<file path="src/rtl/regfile_mp.sv">
// Multi-port register file with two writeback lanes, optional write-to-read bypass
// and a per-entry pending scoreboard with registered busy count.
module regfile_mp #(
  parameter int DW       = 32,
  parameter int AW       = 5,
  parameter int NRD      = 2,
  parameter int ZERO_REG = 1,
  parameter int BYPASS   = 1
) (
  input  logic              clk,
  input  logic              rst,
  input  logic [NRD*AW-1:0] ra,
  output logic [NRD*DW-1:0] rd,
  output logic [NRD-1:0]    rbusy,
  input  logic              we0,
  input  logic [AW-1:0]     wa0,
  input  logic [DW-1:0]     wd0,
  input  logic              we1,
  input  logic [AW-1:0]     wa1,
  input  logic [DW-1:0]     wd1,
  input  logic              iss_v,
  input  logic [AW-1:0]     iss_a,
  output logic              busy_any,
  output logic [AW:0]       busy_cnt
);

  localparam int DEPTH = 1 << AW;

  logic [DW-1:0]    r_mem [DEPTH];
  logic [DEPTH-1:0] r_pend;
  logic [AW:0]      r_busy_cnt;
  logic             r_busy_any;

  logic [DEPTH-1:0] w_pend_nxt;
  logic [AW:0]      w_cnt_nxt;
  logic             w_we0;
  logic             w_we1;
  logic             w_iss;

  // Writes and issues aimed at the hard-wired zero entry are dropped up front.
  assign w_we0 = we0   && !((ZERO_REG != 0) && (wa0   == '0));
  assign w_we1 = we1   && !((ZERO_REG != 0) && (wa1   == '0));
  assign w_iss = iss_v && !((ZERO_REG != 0) && (iss_a == '0));

  // NOTE: the storage array is reset like any other flop because a reset must
  // make every entry read back as zero; this rules out a plain RAM macro.
  always_ff @(posedge clk or posedge rst) begin
    if (rst) begin
      for (int i = 0; i < DEPTH; i++) r_mem[i] <= '0;
    end else begin
      // NOTE: non-blocking assignments, last one wins: lane 1 is written after
      // lane 0 so it takes the entry on an address collision.
      if (w_we0) r_mem[wa0] <= wd0;
      if (w_we1) r_mem[wa1] <= wd1;
    end
  end

  // Next pending set: writes clear, issue sets afterwards so a new producer wins.
  always_comb begin
    // NOTE: every always_comb output gets a default first so no latch is inferred.
    w_pend_nxt = r_pend;
    for (int i = 0; i < DEPTH; i++) begin
      if (w_we0 && (wa0 == AW'(i)))   w_pend_nxt[i] = 1'b0;
      if (w_we1 && (wa1 == AW'(i)))   w_pend_nxt[i] = 1'b0;
      if (w_iss && (iss_a == AW'(i))) w_pend_nxt[i] = 1'b1;
    end
    if (ZERO_REG != 0) w_pend_nxt[0] = 1'b0;
  end

  always_comb begin
    w_cnt_nxt = '0;
    for (int i = 0; i < DEPTH; i++) w_cnt_nxt = w_cnt_nxt + (AW+1)'(w_pend_nxt[i]);
  end

  always_ff @(posedge clk or posedge rst) begin
    if (rst) begin
      r_pend     <= '0;
      r_busy_cnt <= '0;
      r_busy_any <= 1'b0;
    end else begin
      r_pend     <= w_pend_nxt;
      r_busy_cnt <= w_cnt_nxt;
      r_busy_any <= |w_pend_nxt;
    end
  end

  assign busy_cnt = r_busy_cnt;
  assign busy_any = r_busy_any;

  for (genvar p = 0; p < NRD; p++) begin : g_rd
    logic [AW-1:0] w_ra;
    logic [DW-1:0] w_data;
    logic          w_busy;

    assign w_ra = ra[p*AW +: AW];

    // A write landing this cycle makes the entry's data valid through the bypass.
    always_comb begin
      w_data = r_mem[w_ra];
      w_busy = r_pend[w_ra];
      if ((BYPASS != 0) && !rst) begin
        if (we1 && (wa1 == w_ra)) begin
          w_data = wd1;
          w_busy = 1'b0;
        end else if (we0 && (wa0 == w_ra)) begin
          w_data = wd0;
          w_busy = 1'b0;
        end
      end
      if ((ZERO_REG != 0) && (w_ra == '0)) begin
        w_data = '0;
        w_busy = 1'b0;
      end
    end

    assign rd[p*DW +: DW] = w_data;
    assign rbusy[p]       = w_busy;
  end

endmodule

</file>
<file path="config.mk">
export PLATFORM = sky130hd
export DESIGN_NAME = regfile_mp
export DESIGN_NICKNAME = d
export VERILOG_FILES = /design/src/rtl/regfile_mp.sv
export SDC_FILE = /design/constraint.sdc
export NUM_CORES = 2
export LEC_CHECK = 0
export BUFFER_PORTS_ARGS = -buffer_cell sky130_fd_sc_hd__buf_2
export CAP_MARGIN = 20
export CORE_ASPECT_RATIO = 1.75
export CORE_MARGIN = 2
export CORE_UTILIZATION = 35
export CTS_CLUSTER_SIZE = 12
export DETAILED_ROUTE_END_ITERATION = 10
export GPL_TIMING_DRIVEN = 1
export SLEW_MARGIN = 20
export SYNTH_ARGS = -nofsm -noshare
export SYNTH_HDL_FRONTEND = slang
export SYNTH_SLANG_ARGS = --single-unit
</file>
<file path="constraint.sdc">
create_clock -name clk -period 36.4 [get_ports clk]
set_input_delay 7.28 -clock clk [delete_from_list [all_inputs] [get_ports clk]]
set_output_delay 7.28 -clock clk [all_outputs]
set_load 0.1 [all_outputs]
</file>
==> run_results.csv <==
group,metric,value,unit
worst_setup_path,path_class,"input pin to primary output",
die,fp.dieW,336.2,um
power_and_ir_drop,power.density,58.29,mW/mm^2
run,cap_violations,0,
timing,max_slew_margin,19.96,%
timing,period_share,53.87,%
worst_setup_path,cp_max_fo,47,
routing,wl_per_cell,32.83,um
layout,layout_common_cells,"mux2i_1, dfrtp_1, a21oi_1",
placed_design,io_buffer_count,166,
timing,min_period,19610,ps
power_and_ir_drop,vdd_drop_max,113.8,uV
routing,route.detailed.drc,0,
timing,timing.setup.tns,0,ps
layout,drive_gt1_share,15.79,%
clocking,cts_resized,0,
global_route,grtUsageTotal,29.26,%
routing,viasPerCell,6.378,
timing,rsz0062_at_grt,"false",
clocking,cts_root_buffer,"clkbuf_16",
worst_setup_path,crit_required,29120,ps
power_and_ir_drop,leakagePower,32.06,nW
routing,num_vias,56800,
synth,synthArstFlopShare,100.0,%
clocking,cts_buffers,103,
clocking,cts.sinks,1062,
synth,netlist_instances,6660,
routing,ant_nets,0,
global_route,grt-ovfl-total,0,
worst_setup_path,endpoint_kind,"primary output",
clocking,hold_buffers,0,
clocking,clk_pin_slew,70,ps
synth,syn_area_per_cell,10.15,sq um
die,chipHeight,585.4,um
routing,first_pass_iters,9,
layout,syn_to_final_growth,8.398,%
synth,synth-edff-count,0,
clocking,clockBufferDepth,3,
clocking,clock_latency,750,ps
timing,final_max_slew_viol_count,0,
synth,synth_fp_nets,6785,
power_and_ir_drop,power,4.272,mW
timing,tightest_slew,1201,ps
placed_design,hpwlAfterDp,171500,um
placed_design,dp_cells,8719,
synth,synth-warning-count,0,
timing,achievable-frequency,51.00,MHz
die,dieArea,0.1968,sq mm
worst_setup_path,start_kind,"input pin",
clocking,cts_tree,"built",
routing,drt_iter0_markers,6531,
global_route,grt_antenna_before_repair,37,
synth,synthesis.area,0.06761,sq mm
global_route,grt_max_degree,146,
timing,hold_violations,0,
synth,synth_seq_cells,1062,
outcome,outcome,"finished clean",
layout,final_common_cell,"mux2i_1",
die,start_util,35.19,%
timing,finalClockSkew,25.61,ps
global_route,grt_pass1_vias,56240,
worst_setup_path,crit_arrival,12330,ps
clocking,h-tree-depth,3,
die,std_cell_rows,213,
placed_design,place_congestion,0.9731,
timing,setup_viol_count_final,0,
global_route,grt_pass1_wl,413000,um
die,coreArea,0.1922,sq mm
placed_design,place_worst_setup_slack,16700,ps
synth,synth_cell_types,45,
synth,synth_seq_area_share,39.31,%
worst_hold_path,hold_path_class,"register to register",
routing,routed_wl,292300,um
layout,finalNetCount,6371,
layout,layoutNonFillerInstCount,8905,
clocking,post_cts_buffers,0,
die,ios,167,
timing,setup_ws,16790,ps
synth,synth_top_flop_cell,"dfrtp_1",
report_power, final:
group | total [mW] | switching, mW | internal (mW)
clock network | 1.05 | 0.506 | 0.540
logic | 1.48 | 0.798 | 0.680
registers | 1.75 | 0.253 | 1.50
total | 4.27 | 1.56 | 2.72
critical path, cell delays in order:
cell	delay [ps]
buf_8	390
buf_4	770
buf_4	870
buf_4	860
mux4_2	610
a221oi_1	400
nand2_1	170
a21oi_1	320
a211oi_1	100
buf_2	330
cell families after synthesis:
family,share of synthesized area (%)
and+or+nand+nor,8.624
muxes,32.66
xor gates and xnor gates,0.2979
AOI/OAI and AO/OA,13.31
adders and majority gates,0.8291
buffers and inverters,4.971
DFF,39.31
synthesized netlist by cell type, types with 21 or more instances:
library cell | n | share of area, %
a211oi_1 | 64 | 0.71
a21oi_1 | 803 | 5.9
a221oi_1 | 62 | 0.80
a22oi_1 | 80 | 0.89
a31oi_1 | 32 | 0.30
a32o_1 | 27 | 0.40
buf_1 | 160 | 0.89
buf_2 | 91 | 0.67
clkbuf_1 | 562 | 3.1
dfrtp_1 | 1062 | 39
fa_1 | 23 | 0.68
inv_1 | 46 | 0.26
mux2i_1 | 1143 | 17
mux4_2 | 469 | 16
nand2_1 | 634 | 3.5
nand3_1 | 45 | 0.33
nor2_1 | 698 | 3.9
o211ai_1 | 62 | 0.69
o21a_1 | 21 | 0.23
o21ai_0 | 435 | 3.2
sequential cells by signal, indices dropped and copies added, names as in the netlist:
signal,cells
busy_any,1
busy_cnt,6
r_mem,1024
r_pend,31
per-layer routing:
layer | global-route usage (%) | vias up | wire length (um)
met2 | 46.04 | 3892 | 134800
li1 | - | 23330 | -
met4 | 25.39 | 16 | 28650
met1 | 32.87 | 28190 | 98910
met5 | 0.2721 | - | 83
met3 | 7.611 | 1372 | 29860
worst paths after layout:
| path | startpoint | to | slack (ps) | cells past startpoint |
|---|---|---|---|---|
| worst max-delay path | ra[5] | rd[42] | 16790 | 10 |
| worst min-delay path | r_mem[1001]$_DFF_PP0_ | r_mem[1001]$_DFF_PP0_ | 400 | 0 |
| worst max register to register | r_pend[22]$_DFF_PP0_ | busy_cnt[4]$_DFF_PP0_ | 31150 | 18 |
| worst min register to register | r_mem[1001]$_DFF_PP0_ | r_mem[1001]$_DFF_PP0_ | 400 | 0 |
| max in group asynchronous | rst | r_mem[942]$_DFF_PP0_ | 25450 | 6 |
| min in group asynchronous | rst | r_mem[791]$_DFF_PP0_ | 6860 | 2 |
layout make-up:
class | instances | area [sq um]
multi-input combinational | 4735 | 38270
tap | 2580 | 3228
fill | 18750 | 118900
antenna | 31 | 77.57
clock inverter | 12 | 171.4
inverter | 48 | 191.4
sequential | 1062 | 26580
clock buffer | 141 | 2830
timing repair buffer | 296 | 1941
metrics by stage:
stage / hold slack [ps] / area [sq um] / util, %
2_1_floorplan: 441.3 / 67610 / -
3_3_place_gp: 376.3 / 70130 / 36.50
3_5_place_dp: 383.3 / 70140 / 36.50
4_1_cts: 397.7 / 73140 / 38.06
5_1_grt: 408.1 / 73220 / 38.10
6_report: 396.3 / 73290 / 38.14
(Power assumes the default switching activity.)
